$ cat config.mk
export PLATFORM = sky130hd
export DESIGN_NAME = sine_phase_ctrl
export DESIGN_NICKNAME = d
export VERILOG_FILES = /design/src/rtl/sine_phase_ctrl.sv
export SDC_FILE = /design/constraint.sdc
export NUM_CORES = 1
export LEC_CHECK = 0
export CELL_PAD_IN_SITES_DETAIL_PLACEMENT = 1
export CELL_PAD_IN_SITES_GLOBAL_PLACEMENT = 1
export CORE_MARGIN = 8
export CORE_UTILIZATION = 30
export DETAILED_ROUTE_END_ITERATION = 8
export GPL_TIMING_DRIVEN = 0
export PLACE_DENSITY_LB_ADDON = 0.1
export SYNTH_ARGS = -nofsm -noshare
export SYNTH_HDL_FRONTEND = slang
export SYNTH_SLANG_ARGS = --single-unit
$ cat constraint.sdc
create_clock -name Clk_i -period 14.15 [get_ports Clk_i]
set_input_delay 2.83 -clock Clk_i [delete_from_list [all_inputs] [get_ports Clk_i]]
set_output_delay 2.83 -clock Clk_i [all_outputs]
set_load 0.01 [all_outputs]
$ cat src/rtl/sine_phase_ctrl.sv
// Front-end sequencer for the CORDIC sine core: folds a full-circle phase into the
// first quadrant, drives the core, applies the quadrant sign and holds the result.
module sine_phase_ctrl #(
    parameter logic [15:0] HALF_PI     = 16'h6488,
    parameter int unsigned TIMEOUT_CYC = 64
) (
    input  logic        Clk_i,
    input  logic        Rst_i,
    input  logic [15:0] Phase_i,
    input  logic        Valid_i,
    output logic        Ready_o,
    output logic [15:0] CoreAngle_o,
    output logic        CoreStart_o,
    input  logic [15:0] CoreSine_i,
    input  logic        CoreDone_i,
    output logic [15:0] Sine_o,
    output logic        Valid_o,
    input  logic        Ready_i,
    output logic        Err_o
);

    localparam int unsigned CW = (TIMEOUT_CYC > 2) ? $clog2(TIMEOUT_CYC) : 1;

    typedef enum logic [2:0] {
        S_IDLE,
        S_CALC,
        S_START,
        S_WAIT,
        S_OUT
    } state_t;

    state_t         state;
    state_t         state_nxt;
    logic [15:0]    phase_q;
    logic           neg;
    logic [CW-1:0]  cnt;
    logic           timeout;
    logic [14:0]    red;
    logic [15:0]    sine_signed;

    always_comb begin
        timeout = (cnt == CW'(TIMEOUT_CYC - 1));
        // Odd quadrants run backwards, so mirror the in-quadrant offset about pi/2.
        red = phase_q[14] ? 15'(15'h4000 - {1'b0, phase_q[13:0]})
                          : {1'b0, phase_q[13:0]};
        if (!neg)
            sine_signed = CoreSine_i;
        else if (CoreSine_i == 16'h8000)
            sine_signed = 16'h7FFF;
        else
            sine_signed = 16'(~CoreSine_i + 16'd1);
    end

    always_ff @(posedge Clk_i or posedge Rst_i) begin
        if (Rst_i)
            state <= S_IDLE;
        else
            state <= state_nxt;
    end

    always_comb begin
        state_nxt   = state;
        Ready_o     = 1'b0;
        CoreStart_o = 1'b0;
        Valid_o     = 1'b0;
        case (state)
            S_IDLE: begin
                Ready_o = 1'b1;
                if (Valid_i)
                    state_nxt = S_CALC;
            end
            S_CALC:  state_nxt = S_START;
            S_START: begin
                CoreStart_o = 1'b1;
                state_nxt   = S_WAIT;
            end
            S_WAIT: begin
                if (CoreDone_i || timeout)
                    state_nxt = S_OUT;
            end
            S_OUT: begin
                Valid_o = 1'b1;
                if (Ready_i)
                    state_nxt = S_IDLE;
            end
            default: state_nxt = S_IDLE;
        endcase
    end

    always_ff @(posedge Clk_i or posedge Rst_i) begin
        if (Rst_i) begin
            phase_q     <= '0;
            neg         <= 1'b0;
            cnt         <= '0;
            CoreAngle_o <= '0;
            Sine_o      <= '0;
            Err_o       <= 1'b0;
        end else begin
            case (state)
                S_IDLE: begin
                    if (Valid_i)
                        phase_q <= Phase_i;
                end
                S_CALC: begin
                    CoreAngle_o <= 16'((31'(red) * 31'(HALF_PI)) >> 14);
                    neg         <= phase_q[15];
                end
                S_START: cnt <= '0;
                S_WAIT: begin
                    // Done takes priority over a timeout landing on the same edge.
                    if (CoreDone_i) begin
                        Sine_o <= sine_signed;
                        Err_o  <= 1'b0;
                    end else if (timeout) begin
                        Sine_o <= '0;
                        Err_o  <= 1'b1;
                    end else begin
                        cnt <= cnt + CW'(1);
                    end
                end
                S_OUT: begin
                    if (Ready_i)
                        Err_o <= 1'b0;
                end
                default: ;
            endcase
        end
    end

endmodule
* After elaboration in Yosys (flattened, before gate mapping) *
Cells that the tools add are included.

storage, ports and cells
  bits in registers = 59
  bits in latches = 0
  memory bits (writable) = 0
  memory bits (read-only) = 0
  input bits = 37
  output and inout port bits = 36
  logic and storage cells = 53
  memories kept = 0

cells by class
  add/sub/neg operators = 3
  $mul = 1
  div/mod/pow operators = 0
  magnitude comparators = 0
  eq/ne operators = 12
  shift-type cells = 0
  mux-type cells = 19
  bitwise logic cells = 1
  reduce and logical (&&, ||, !) cells = 10

operator list
  operator                                                               count
  16-bit two-way mux                                                     4
  15-bit by 12-bit multiplier with 27-bit output, second input constant  1
  16-bit by 1-bit adder with 16-bit output, second input constant        1
  16-bit == test, second input constant                                  1
  16-bit inverter                                                        1
  15-bit two-way mux                                                     1
  3-bit one-hot mux with 5 select lines                                  1
  15-bit by 14-bit subtractor with 15-bit output, first input constant   1
  6-bit two-way mux                                                      2
  6-bit one-hot mux with 2 select lines                                  1
  2-bit inequality test, second input constant                           5
  3-bit two-way mux                                                      3
  3-bit AND reduction                                                    3
  6-bit by 1-bit adder with 6-bit output, second input constant          1
  3-bit by 2-bit == test with 1-bit output, second input constant        2
  6-bit == test, second input constant                                   1
  1-bit two-way mux                                                      6
  2-bit nonzero test                                                     3
  2-bit AND reduction                                                    2
  3-bit by 1-bit == test with 1-bit output, second input constant        1
  3-bit == test, second input constant                                   1
  3-bit logical NOT                                                      1
  3-bit inequality test, second input constant                           1
  1-bit one-hot mux with 2 select lines                                  1
  1-bit logical OR                                                       1

* Logic depth before layout (Yosys ltp) *
Gate-level depths: netlist (run 1).

  depth after elaboration = 5
  depth in mapped cells = 22
  gate-level depth less buffers = 21

* Worst setup path after synthesis (run 1) *
OpenSTA, ideal clock, no wires.

  kind = reg-to-reg
  from = reg phase_q[2]
  to = reg CoreAngle_o[15]
  library setup time = 0.135 ns
  data arrival time = 5.008 ns
  required time = 14.015 ns
  slack = 9.007 ns
  stages on the path, launching flop included = 22
  buffers on the path = 1
  period minus slack after synthesis = 5.143 ns
  path through = dfrtp_1 > buf_2 > nor4_1 > nand2_1 > o31a_1 > xnor2_1 > inv_1 > ha_1 > inv_1 > fa_1 > fa_1 > inv_1 > ha_1 > ha_1 > ha_1 > a211oi_1 > o21ai_0 > a31o_2 > a21oi_1 > o31ai_1 > xnor2_1 > o21ai_0

between the ends
  cells in the longest elaborated chain, start to end = 3

ends and longest elaborated chain
  item                                                line  RTL
  from (decl)                                         34    logic [15:0] phase_q;
  from (signal assigned)                              102   phase_q <= Phase_i;
  15-bit by 14-bit subtractor with 15-bit output      44    red = phase_q[14] ? 15'(15'h4000 - {1'b0, phase_q[13:0]})
  15-bit two-way mux (*)                              44
  15-bit by 12-bit multiplier with 27-bit output (*)  105   CoreAngle_o <= 16'((31'(red) * 31'(HALF_PI)) >> 14);
  to (signal assigned)                                105
  to (decl)                                           12    output logic [15:0] CoreAngle_o,

Mark *: on every way between the ends. The rest lies on a longest branch, timed or not.
A chain may end at the register's enable or synchronous reset.

* Worst setup path after layout (run 1) *
Same ends and word-level chain as after synthesis.

==> out/metrics.cfg, run 1 <==
[run_status]
status=completed

[clock_tree]
cts_max_path_buffers=2
cts-htree-levels=3
postCtsSetupRepairBufs=0
insertion_delay_ns=0.34
cts_hold_buf=0
root_buffer=clkbuf_16
cts_tree=done
cts.sinks=59
post_cts_resized=0
path_clk_slew_ns=0.06
cts_made_buffers=9

[drt]
met2WireLength_mm=7.50
wirelength_mm=15.2
top_layer_used=met4
met1_length_mm=6.85
wl_met3_um=634
antenna_left=0
drc=0
avgRoutedWirePerCell_um=16.6
vias_per_cell=4.92
vias=4503
dr.pass1.iters=4
first_iter_violations=134

[global_routing]
first_global_vias=4988
grt_pass1_wl_mm=25.3
grt_max_degree=37
track_usage_pct=13.9
antenna_found_initial=0
overflow=0

[worst_setup_path]
timing.rr.start=phase_q[2]$_DFFE_PP0P_
cp.required_ns=14.35
arrival_ns=6.14
reg2reg_slack_ns=8.21
reg2reg_to=CoreAngle_o[15]$_DFFE_PP0P_
crit_path_start_kind=flop
end_kind=flop
path_class=reg -> reg
path_max_fanout=8
reg2reg_depth=21

[placed_design]
gp_congestion=0.830
place_ws_ns=8.21
dpl.hpwl_mm=12.6
port_buffers=72
place_area_um2=6530

[timing]
slew_violations=0
hold_ws_ns=0.475
relSlewSlack_pct=36.8
setup_violations=0
max_freq_mhz=168
rsz0062_at_grt=no
hold_viol_final=0
worst_slack_ns=8.21
finalClockSkew_ns=0.0129
finalSetupTns_ns=0
layout_min_cycle_time_ns=5.94
tightest_slew_ns=0.941
finalCritPeriodShare_pct=42.0

[floorplan]
fp.dieH_um=151
top_level_ports=73
die_x_um=151
die-area_um2=22900
core-area_um2=18000
initial_core_util_pct=30.6
row_count=49

[job]
maxCapViolCount=0

[hold_path]
min_to=Sine_o[1]$_DFFE_PP0P_
hold_path_class=reg -> reg
min_path_cells=1
hold_start=Sine_o[1]$_DFFE_PP0P_

[finish]
insertedDiodeCount=0
fin_nets=830
drive_above_1_share_pct=5.97
finalInstanceArea_um2=6870
syn2layout_area_growth_pct=24.9

[synth]
synth_top_area_share_pct=26.8
seq_area_frac_synth_pct=26.8
ys_types=52
synth_edf_count=0
synth_area_leaders=dfrtp_1 (27%), ha_1 (20%), fa_1 (8.4%)
synthesis.nets=746
synth-main-ff-cell=dfrtp_1
ys_ff_latch=59
yosys.area.top_type=dfrtp_1
synthCells=598
ys_warn_count=0
synth_area_um2=5500
synthArstFlopShare_pct=100
syn_area_per_cell_um2=9.20

-- logic make-up (layout without fill, tap and decap cells) --
family                     count (synthesis)  in the layout  synth area share [%]
buffers and inverters                     90            179                  6.34
muxes                                     18             18                  3.64
and+or+nand+nor                          141            141                  12.3
AOI/OAI and AO/OA                        133            133                  15.1
xor gates and xnor gates                  46             46                  7.32
adders and majority gates                111            111                  28.4
DFF                                       59             59                  26.8
-- flip-flops by register name, indices dropped and copies added, names as in the netlist --
name	count
phase_q	16
CoreAngle_o	16
neg	1
Sine_o	16
Err_o	1
cnt	6
state	3
-- cell usage after synthesis (16+ instances only) --
cell type   n
ha_1       88
inv_1      68
dfrtp_1    59
nand2_1    56
o21ai_0    40
a21oi_1    36
xnor2_1    26
fa_1       23
nor2_1     23
xor2_1     20
clkbuf_1   18
mux2_2     16
-- worst max path at each step --
| stage | startpoint | to | slack [ns] | cells after the start |
|---|---|---|---|---|
| finish | phase_q[2]$_DFFE_PP0P_ | CoreAngle_o[15]$_DFFE_PP0P_ | 8.21 | 21 |
| global route | phase_q[2]$_DFFE_PP0P_ | CoreAngle_o[15]$_DFFE_PP0P_ | 7.83 | 21 |
| CTS | phase_q[2]$_DFFE_PP0P_ | CoreAngle_o[15]$_DFFE_PP0P_ | 8.16 | 21 |
| detailed placement | phase_q[2]$_DFFE_PP0P_ | CoreAngle_o[15]$_DFFE_PP0P_ | 8.21 | 21 |
| global placement | phase_q[2]$_DFFE_PP0P_ | CoreAngle_o[15]$_DFFE_PP0P_ | 8.26 | 21 |
| floorplan | phase_q[2]$_DFFE_PP0P_ | CoreAngle_o[15]$_DFFE_PP0P_ | 9.01 | 21 |
-- critical path: stages (launching register included) --
cell	delay, ns
dfrtp_1	0.35
buf_2	0.17
nor4_1	0.64
nand2_1	0.18
o31a_1	0.29
xnor2_1	0.28
inv_1	0.21
ha_1	0.32
inv_1	0.05
fa_1	0.48
fa_1	0.51
inv_1	0.05
ha_1	0.29
ha_1	0.30
ha_1	0.36
a211oi_1	0.33
o21ai_0	0.16
a31o_2	0.26
a21oi_1	0.15
o31ai_1	0.10
xnor2_1	0.22
o21ai_0	0.11
-- per-layer routing --
metal | global-route usage [%] | vias up
met3 | 2.69 | 16
met2 | 24.4 | 69
met1 | 16.6 | 2183
met4 | 4.60 | 0
li1 | - | 2235
met5 | 0 | -
-- per-stage QoR --
stage	cells	util (%)
detailed placement	900	36.4
CTS	916	38.3
global placement	899	36.2
global route	916	38.3
finish	916	38.3
floorplan	598	-
-- layout by cell type (no fill, tap or decap), drive strengths merged, types with 2 or more instances in the layout --
cell,count
ha,88
clkdlybuf4s50,72
inv,68
dfrtp,59
nand2,56
o21ai,40
a21oi,36
clkbuf,29
xnor2,26
nor2,23
fa,23
xor2,20
mux2,16
a21o,14
nand3,12
nor3,11
o31ai,6
nand2b,5
nor2b,5
and3,5
o41ai,5
buf,5
nand4,4
a31oi,4
o31a,4
o21a,4
or4,4
or3,3
o211ai,3
a211oi,3
nor4,3
bufinv,3
or2,3
nand4bb,2
and2,2
a32o,2
o21bai,2
mux2i,2
clkinv,2
-- area by class of cell --
class,count,area [um^2]
Tap cell,229,287
Sequential cell,59,1480
Inverter,68,255
Clock inverter,5,100
Buffer,22,93.8
Timing Repair Buffer,73,741
Fill cell,2071,11100
Clock buffer,11,243
Multi-Input combinational cell,449,3680
Power of run 1 is left out: the tool's default activity adds up to more than one toggle a clock period on the data nets, which glitch-free logic cannot reach.
==> run 2: changes to the inputs <==
- clock period: 14.15 -> 5.85 ns (I/O delays scaled with it)
==> run 2 against run 1 <==
Against the previous run: via count barely moved; worst setup slack got worse by 7.9 ns; count of clock-buffer cells in the layout unchanged; flip-flop and latch count unchanged; cell count rose by 0.11%; die area did not move; critical path type unchanged; largest cell class unchanged.
==> out/metrics.cfg, run 2 (synthesis results as in run 1) <==
[worst_setup_path]
path_cells=buf_2, nor4_4, nand2_1, o41ai_1, xnor2_1, fa_1, inv_1, fa_1, inv_1, ha_1, ha_1, ha_1, clkbuf_1, nand3_1, o31a_1, o31ai_1, xnor2_1, o21ai_0
path_class=reg -> reg
cp.required_ns=6.05
cp_common_cell=ha_1
crit_path_start_kind=flop
critical_path.slowest_cell=fa_1
path_max_fanout=9
arrival_ns=5.74
end_kind=flop
slowest_delay_ns=0.64

[timing]
finalClockSkew_ns=0.0130
slew_violations=0
tightest_slew_ns=0.949
worst_slack_ns=0.311
max_freq_mhz=181
layout_min_cycle_time_ns=5.54
relSlewSlack_pct=36.3
hold_viol_final=0
finalCritPeriodShare_pct=94.7
setup_violations=0
finalSetupTns_ns=0

[floorplan]
die_x_um=151
top_level_ports=73
row_count=49
fp.dieH_um=151
die-area_um2=22900
core-area_um2=18000
initial_core_util_pct=30.6

[drt]
first_iter_violations=134
vias=4507
vias_per_cell=4.91
dr.pass1.iters=4
drc=0
avgRoutedWirePerCell_um=16.7
wirelength_mm=15.3
antenna_left=0

[finish]
layout_common_cells=ha_1 (88), clkdlybuf4s50_1 (72), inv_1 (67)
multi_input_area_um2=3720
regArea_um2=1480
fin_nets=831
fillCellCount=2067
largestRegisters=CoreAngle_o (16), Sine_o (16), phase_q (16)
syn2layout_area_growth_pct=25.9
final_common_cell=ha_1
finalInstanceArea_um2=6930
insertedDiodeCount=0
drive_above_1_share_pct=7.12

[run_status]
status=completed

[global_routing]
grt_pass1_wl_mm=25.3
antenna_found_initial=0
overflow=0
track_usage_pct=13.9
grt_max_degree=37
first_global_vias=4988

[clock_tree]
cts_max_path_buffers=2
cts_made_buffers=9
cts.sinks=59
root_buffer=clkbuf_16
cts-htree-levels=3
path_clk_slew_ns=0.06
cts_tree=done
insertion_delay_ns=0.34

[placed_design]
place_area_um2=6530
port_buffers=72
dpl.hpwl_mm=12.6
gp_congestion=0.830
place_ws_ns=-0.0860

[job]
maxCapViolCount=0

[hold_path]
hold_path_class=reg -> reg

[run 2: cell types whose count changed in the layout (fill, tap and decap cells not counted), sizes merged]
| cell | previous run | this run |
|---|---|---|
| buf | 5 | 6 |
[run 2: routing by layer]
metal	up-vias	part of all wire, %	track usage [%]
met3	17	4.4	2.69
met1	2179	45	16.6
met5	-	0	0
li1	2236	-	-
met4	0	1.5	4.35
met2	75	49	24.6
[run 2: timing repair]
action,4_1_cts,5_1_grt
buffers inserted,0,1
pin swaps,0,1
hold buffers,0,0
resized for setup,1,10
endpoints found under the setup margin,2,7
[run 2: metrics by stage]
stage,hold WS [ns],instances,utilization [%]
floorplan,0.435,598,-
finish,0.475,917,38.6
global placement,0.461,899,36.2
global route,0.493,917,38.6
CTS,0.482,916,38.3
detailed placement,0.470,900,36.4
[run 2: layout make-up]
type	instances	share of cell area (%)
timing repair buffer	74	10.8
tap	229	4.14
multi-input combinational	449	53.7
sequential	59	21.3
inverter	68	3.68
clock inverter	5	1.44
buffer	22	1.37
clock buffer	11	3.50
[run 2: path summary, 6_finish.rpt]
path,start,endpoint,slack (ns),cells after the start
min,Sine_o[1]$_DFFE_PP0P_,Sine_o[1]$_DFFE_PP0P_,0.48,1
min in group asynchronous,Rst_i,Err_o$_DFFE_PP0P_,1.21,2
min reg2reg,Sine_o[1]$_DFFE_PP0P_,Sine_o[1]$_DFFE_PP0P_,0.48,1
max in group asynchronous,Rst_i,phase_q[6]$_DFFE_PP0P_,4.03,3
max reg2reg,phase_q[2]$_DFFE_PP0P_,CoreAngle_o[15]$_DFFE_PP0P_,0.31,18
max,phase_q[2]$_DFFE_PP0P_,CoreAngle_o[15]$_DFFE_PP0P_,0.31,18
[run 2: critical path: cells and delay by family, from the launching register on]
family,cells,cell delay [ns]
xor gates and xnor gates,2,0.56
and+or+nand+nor,3,0.72
adders and majority gates,5,2.00
DFF,1,0.35
AOI/OAI and AO/OA,4,1.19
buffers and inverters,4,0.58
Power of run 2 is left out for the same reason.
==> patch 1: new RTL, config.mk and constraints of run 2 <==
`TIMEOUT_CYC`: 64 -> 128.
--- a/src/rtl/sine_phase_ctrl.sv
+++ b/src/rtl/sine_phase_ctrl.sv
@@ -2,7 +2,7 @@
 // first quadrant, drives the core, applies the quadrant sign and holds the result.
 module sine_phase_ctrl #(
     parameter logic [15:0] HALF_PI     = 16'h6488,
-    parameter int unsigned TIMEOUT_CYC = 64
+    parameter int unsigned TIMEOUT_CYC = 128
 ) (
     input  logic        Clk_i,
     input  logic        Rst_i,
Function: not settled (the Yosys comparison gave no result); the edit may change what the design does.
==> patch 1 against run 2 <==
- sequential cell count up 1
- worst setup slack worse by 35 ps
- global-route usage down 0.65 points
- die area up 2.2%
- wire length down 0.85%
- fmax down 0.62%
- cell area up 2.2%
- synthesized area up 2.5%
Power is not shown: default switching activity piles up to over one toggle a cycle in this logic, so the estimate is an artifact.
==> patch 1: results (changes against run 2) <==
vias in the first global route=4938 (was 4988); R2R Setup Slk=280 ps (was 310 ps); routability cong.=0.8594 (was 0.8297); drt first pass iters=4 (unchanged); worst r2r dst=CoreAngle_o[13] (was CoreAngle_o[15]); part of the Yosys area used for sequential elements=26.63% (was 26.83%); Detail Placement HPWL=12640 um (was 12560 um); fillers=2089 (was 2067); commonest cells in the netlist=88 x ha_1, 65 x inv_1, 60 x dfrtp_1 (was 88 x ha_1, 68 x inv_1, 59 x dfrtp_1); Routed wire per std cell=16.43 um (was 16.72 um); total track usage=13.23% (was 13.89%); max_slew headroom=50.38% (was 36.25%); Root Driver=clkbuf_16 (unchanged); Hold WS=472.2 ps (was 475.5 ps); CTS Buf Count=9 (unchanged); Hold EP=Sine_o[3] (was Sine_o[1]); 1st-iter DRT viols=111 (was 134); Clock Skews=7.900 ps (was 12.97 ps); largest net degree at the start of global routing=41 (was 37); min-delay src=Sine_o[3] (was Sine_o[1]); distinct cell type count after synthesis=51 (was 52); largest fanout on the critical path=7 (was 9); Port Buffers=72 (unchanged); worst path arrival time=5780 ps (was 5740 ps); status=finished clean (unchanged); synthesized net count=751 (was 746); R2R depth=24 (was 18); Nets=834 (was 831); leading post-synthesis cells by cell area=dfrtp_1 27%, ha_1 20%, fa_1 8.2% (was dfrtp_1 27%, ha_1 20%, fa_1 8.4%); vias=4528 (was 4507); clk_lat worst skew=340 ps (about the same); first-pass GRT wire length=25590 um (was 25270 um); layout cells sized above 1=9.551% (was 7.122%)
==> patch 1: changes by cell type after synthesis, moves of 4 or more <==
cell            run 2  this run
and3_1              5         9
o31ai_1             6        13
o31a_1              4         0
a21o_1             14        22
==> patch 1: kinds of logic (layout without fill, tap and decap cells) <==
group | after synthesis | in the layout | synth area share [%]
adders and majority gates | 111 | 111 | 27.69
AOI/OAI and AO/OA | 145 | 145 | 16.71
and+or+nand+nor | 137 | 137 | 11.94
DFF | 60 | 60 | 26.63
buffers and inverters | 86 | 174 | 6.368
muxes | 18 | 18 | 3.528
xor gates and xnor gates | 46 | 46 | 7.145
==> patch 1: how the worst max path moves through the flow <==
stage / cells past startpoint / endpoint / slack, ps / from
floorplan: 23 / CoreAngle_o[15] / 350 / phase_q[2]
global placement: 23 / CoreAngle_o[15] / -150 / phase_q[2]
detailed placement: 23 / CoreAngle_o[15] / -210 / phase_q[2]
CTS: 20 / CoreAngle_o[15] / -90 / phase_q[2]
global route: 23 / CoreAngle_o[15] / -20 / phase_q[2]
finish: 24 / CoreAngle_o[13] / 280 / phase_q[2]
==> patch 1: worst max-delay path: stages (launching register included) <==
cell and delay, ps:
dfrtp_1 370, buf_6 140, or3_4 400, or3b_1 400, or3_4 360, nor2_4 110
inv_2 70, o21ai_4 180, xnor2_4 150, ha_1 310, inv_1 50, fa_1 530
inv_1 60, ha_1 290, ha_1 300, ha_1 300, ha_1 290, clkbuf_1 200
o21ai_0 200, nand2b_1 70, a21oi_1 160, nor2_1 70, a31oi_1 190, xnor2_1 170
o21ai_1 80
==> patch 1: through the flow <==
step                      setup slack [ps]  TNS [ps]  utilization [%]  cell area (sq um)  std cells
after floorplan                      348.0         0                -               5639        603
after global routing                -24.18    -27.13            38.11               7081        925
after global placement              -151.8    -745.0            35.80               6653        909
final                                276.8         0            38.11               7081        925
after CTS                           -90.61    -164.9            37.56               6979        926
after detailed placement            -213.6    -977.7            35.91               6673        910
==> patch 1: repair_timing <==
action,4_1_cts,5_1_grt
endpoints found under the setup margin,7,10
pin swaps,0,2
buffers inserted,0,1
hold endpoints to repair,0,0
cloned,0,0
gates resized for setup,7,23
==> patch 1: routing by layer <==
layer / vias up / GRT usage (%) / part of all wire (%)
li1: 2261 / - / -
met1: 2201 / 16.79 / 48
met2: 51 / 22.35 / 47
met3: 15 / 2.396 / 2.9
met4: 0 / 4.194 / 1.5
met5: - / 0 / 0
==> patch 1: cell type report <==
type / instances / area (sq um) / share of cell area (%)
buffer: 18 / 105.1 / 1.484
sequential: 60 / 1501 / 21.21
timing repair buffer: 74 / 748.2 / 10.57
clock buffer: 10 / 239.0 / 3.375
inverter: 66 / 247.7 / 3.499
multi-input combinational: 457 / 3906 / 55.17
clock inverter: 6 / 40.04 / 0.5655
tap: 234 / 292.8 / 4.135
==> patch 2: new RTL, flow settings as in run 2 <==
Made on the original files. Encoding of `state_t`: now one-hot (5 bits for 5 states).
--- a/src/rtl/sine_phase_ctrl.sv
+++ b/src/rtl/sine_phase_ctrl.sv
@@ -21,12 +21,12 @@
 
     localparam int unsigned CW = (TIMEOUT_CYC > 2) ? $clog2(TIMEOUT_CYC) : 1;
 
-    typedef enum logic [2:0] {
-        S_IDLE,
-        S_CALC,
-        S_START,
-        S_WAIT,
-        S_OUT
+    typedef enum logic [4:0] {
+        S_IDLE  = 5'b00001,
+        S_CALC  = 5'b00010,
+        S_START = 5'b00100,
+        S_WAIT  = 5'b01000,
+        S_OUT   = 5'b10000
     } state_t;
 
     state_t         state;
Formal check against the unedited RTL: no difference found for any inputs over 4 cycles, from zero or initial values and one cycle with Rst_i high; so few cycles prove little.
==> patch 2 against run 2 <==
- worst setup slack worse by 54 ps
- via count up 11%
- cell area up 5.3%
- count of clock-buffer cells in the layout increased by 1
- worst hold slack got worse by 7.6 ps
- wire length up 12%
- sequential cell count is 2 higher
- synthesized area increased by 5.2%
Power is not shown: default switching activity piles up to over one toggle a cycle in this logic, so the estimate is an artifact.
==> patch 2: results (changes against run 2) <==
CTS resizes=4 (was 1); largest net degree at the start of global routing=39 (was 37); worst r2r dst=CoreAngle_o[14] (was CoreAngle_o[15]); leading post-synthesis cells by cell area=dfrtp_1 26%, ha_1 19%, fa_1 8.0% (was dfrtp_1 27%, ha_1 20%, fa_1 8.4%); Non-CTS buffers=95 (was 96); 1st-iter DRT viols=160 (was 134); Hold Path Stages=2 (was 1); commonest cells in the netlist=104 x nand2_1, 88 x ha_1, 78 x inv_1 (was 88 x ha_1, 68 x inv_1, 59 x dfrtp_1); vias=5001 (was 4507); fillers=2249 (was 2067); Root Driver=clkbuf_16 (unchanged); ClkCell Share=4.818% (was 4.949%); Hold EP=Sine_o[14] (was Sine_o[1]); Slew @ Worst Pin=941.1 ps (was 949.4 ps); Compound-Gate Fraction of Synth Area=14.72% (was 15.14%); clock buf count=12 (was 11); Multi-In Gates=508 (was 449); routability cong.=0.8468 (was 0.8297); Nets=902 (was 831); Worst path max stage delay=480 ps (was 640 ps); nonclk inv count=79 (was 68); pre-CTS setup slack=-230.1 ps (was -86.03 ps); Non-clock buffer share=11.49% (was 12.17%); post-synthesis xor/xnor area fraction=6.355% (was 7.322%); R2R Setup Slk=260 ps (was 310 ps); adder-cell share of the synthesized area=26.98% (was 28.38%); CP max-delay cell=fa_1 (unchanged); mux share of post-synthesis cell area=0.3459% (was 3.638%); distinct cell type count after synthesis=65 (was 52); multi-input combinational area share=54.15% (was 53.75%); synthesized net count=817 (was 746); flops & latches, synth=61 (was 59); worst path arrival time=5810 ps (was 5740 ps); min-delay src=Sine_o[14] (was Sine_o[1]); first-pass GRT wire length=29130 um (was 25270 um); vias in the first global route=5763 (was 4988); postcts setup bufs=1 (was 0); FF+latch area=1528 sq um (was 1476 sq um); largest fanout on the critical path=7 (was 9); layout cells sized above 1=6.192% (was 7.122%); status=finished clean (unchanged); Clock Skews=5.775 ps (was 12.97 ps); total track usage=15.17% (was 13.89%); part of the Yosys area used for sequential elements=26.39% (was 26.83%); Detail Placement HPWL=14020 um (was 12560 um); Routed wire per std cell=16.80 um (was 16.72 um); Min Clock Period, post-route=5592 ps (was 5539 ps); Setup crit start=phase_q[1] (was phase_q[2])
patch 2: changes by cell type after synthesis, sizes merged, moves of 5 or more:
cell,run 2,this run
mux2,16,0
nand2,56,104
inv,68,78
nor2,23,35
nand4,4,9
patch 2: per-stage QoR:
stage / cell area, sq um / TNS (ps) / hold slack [ps] / util, % / std cells
after floorplan: 5788 / 0 / 445.5 / - / 669
after global placement: 6840 / -248.6 / 453.1 / 35.61 / 1006
after detailed placement: 6860 / -554.8 / 459.6 / 35.72 / 1007
after CTS: 7248 / 0 / 472.6 / 37.74 / 1024
after global routing: 7297 / -92.10 / 505.5 / 37.99 / 1024
final: 7297 / 0 / 467.9 / 37.99 / 1024
patch 2: routing by layer:
layer / part of all wire [%] / up-vias / track usage [%]
met2: 49 / 69 / 25.79
li1: - / 2453 / -
met5: 0 / - / 0
met3: 4.6 / 16 / 3.856
met4: 1.5 / 0 / 4.806
met1: 45 / 2463 / 18.43
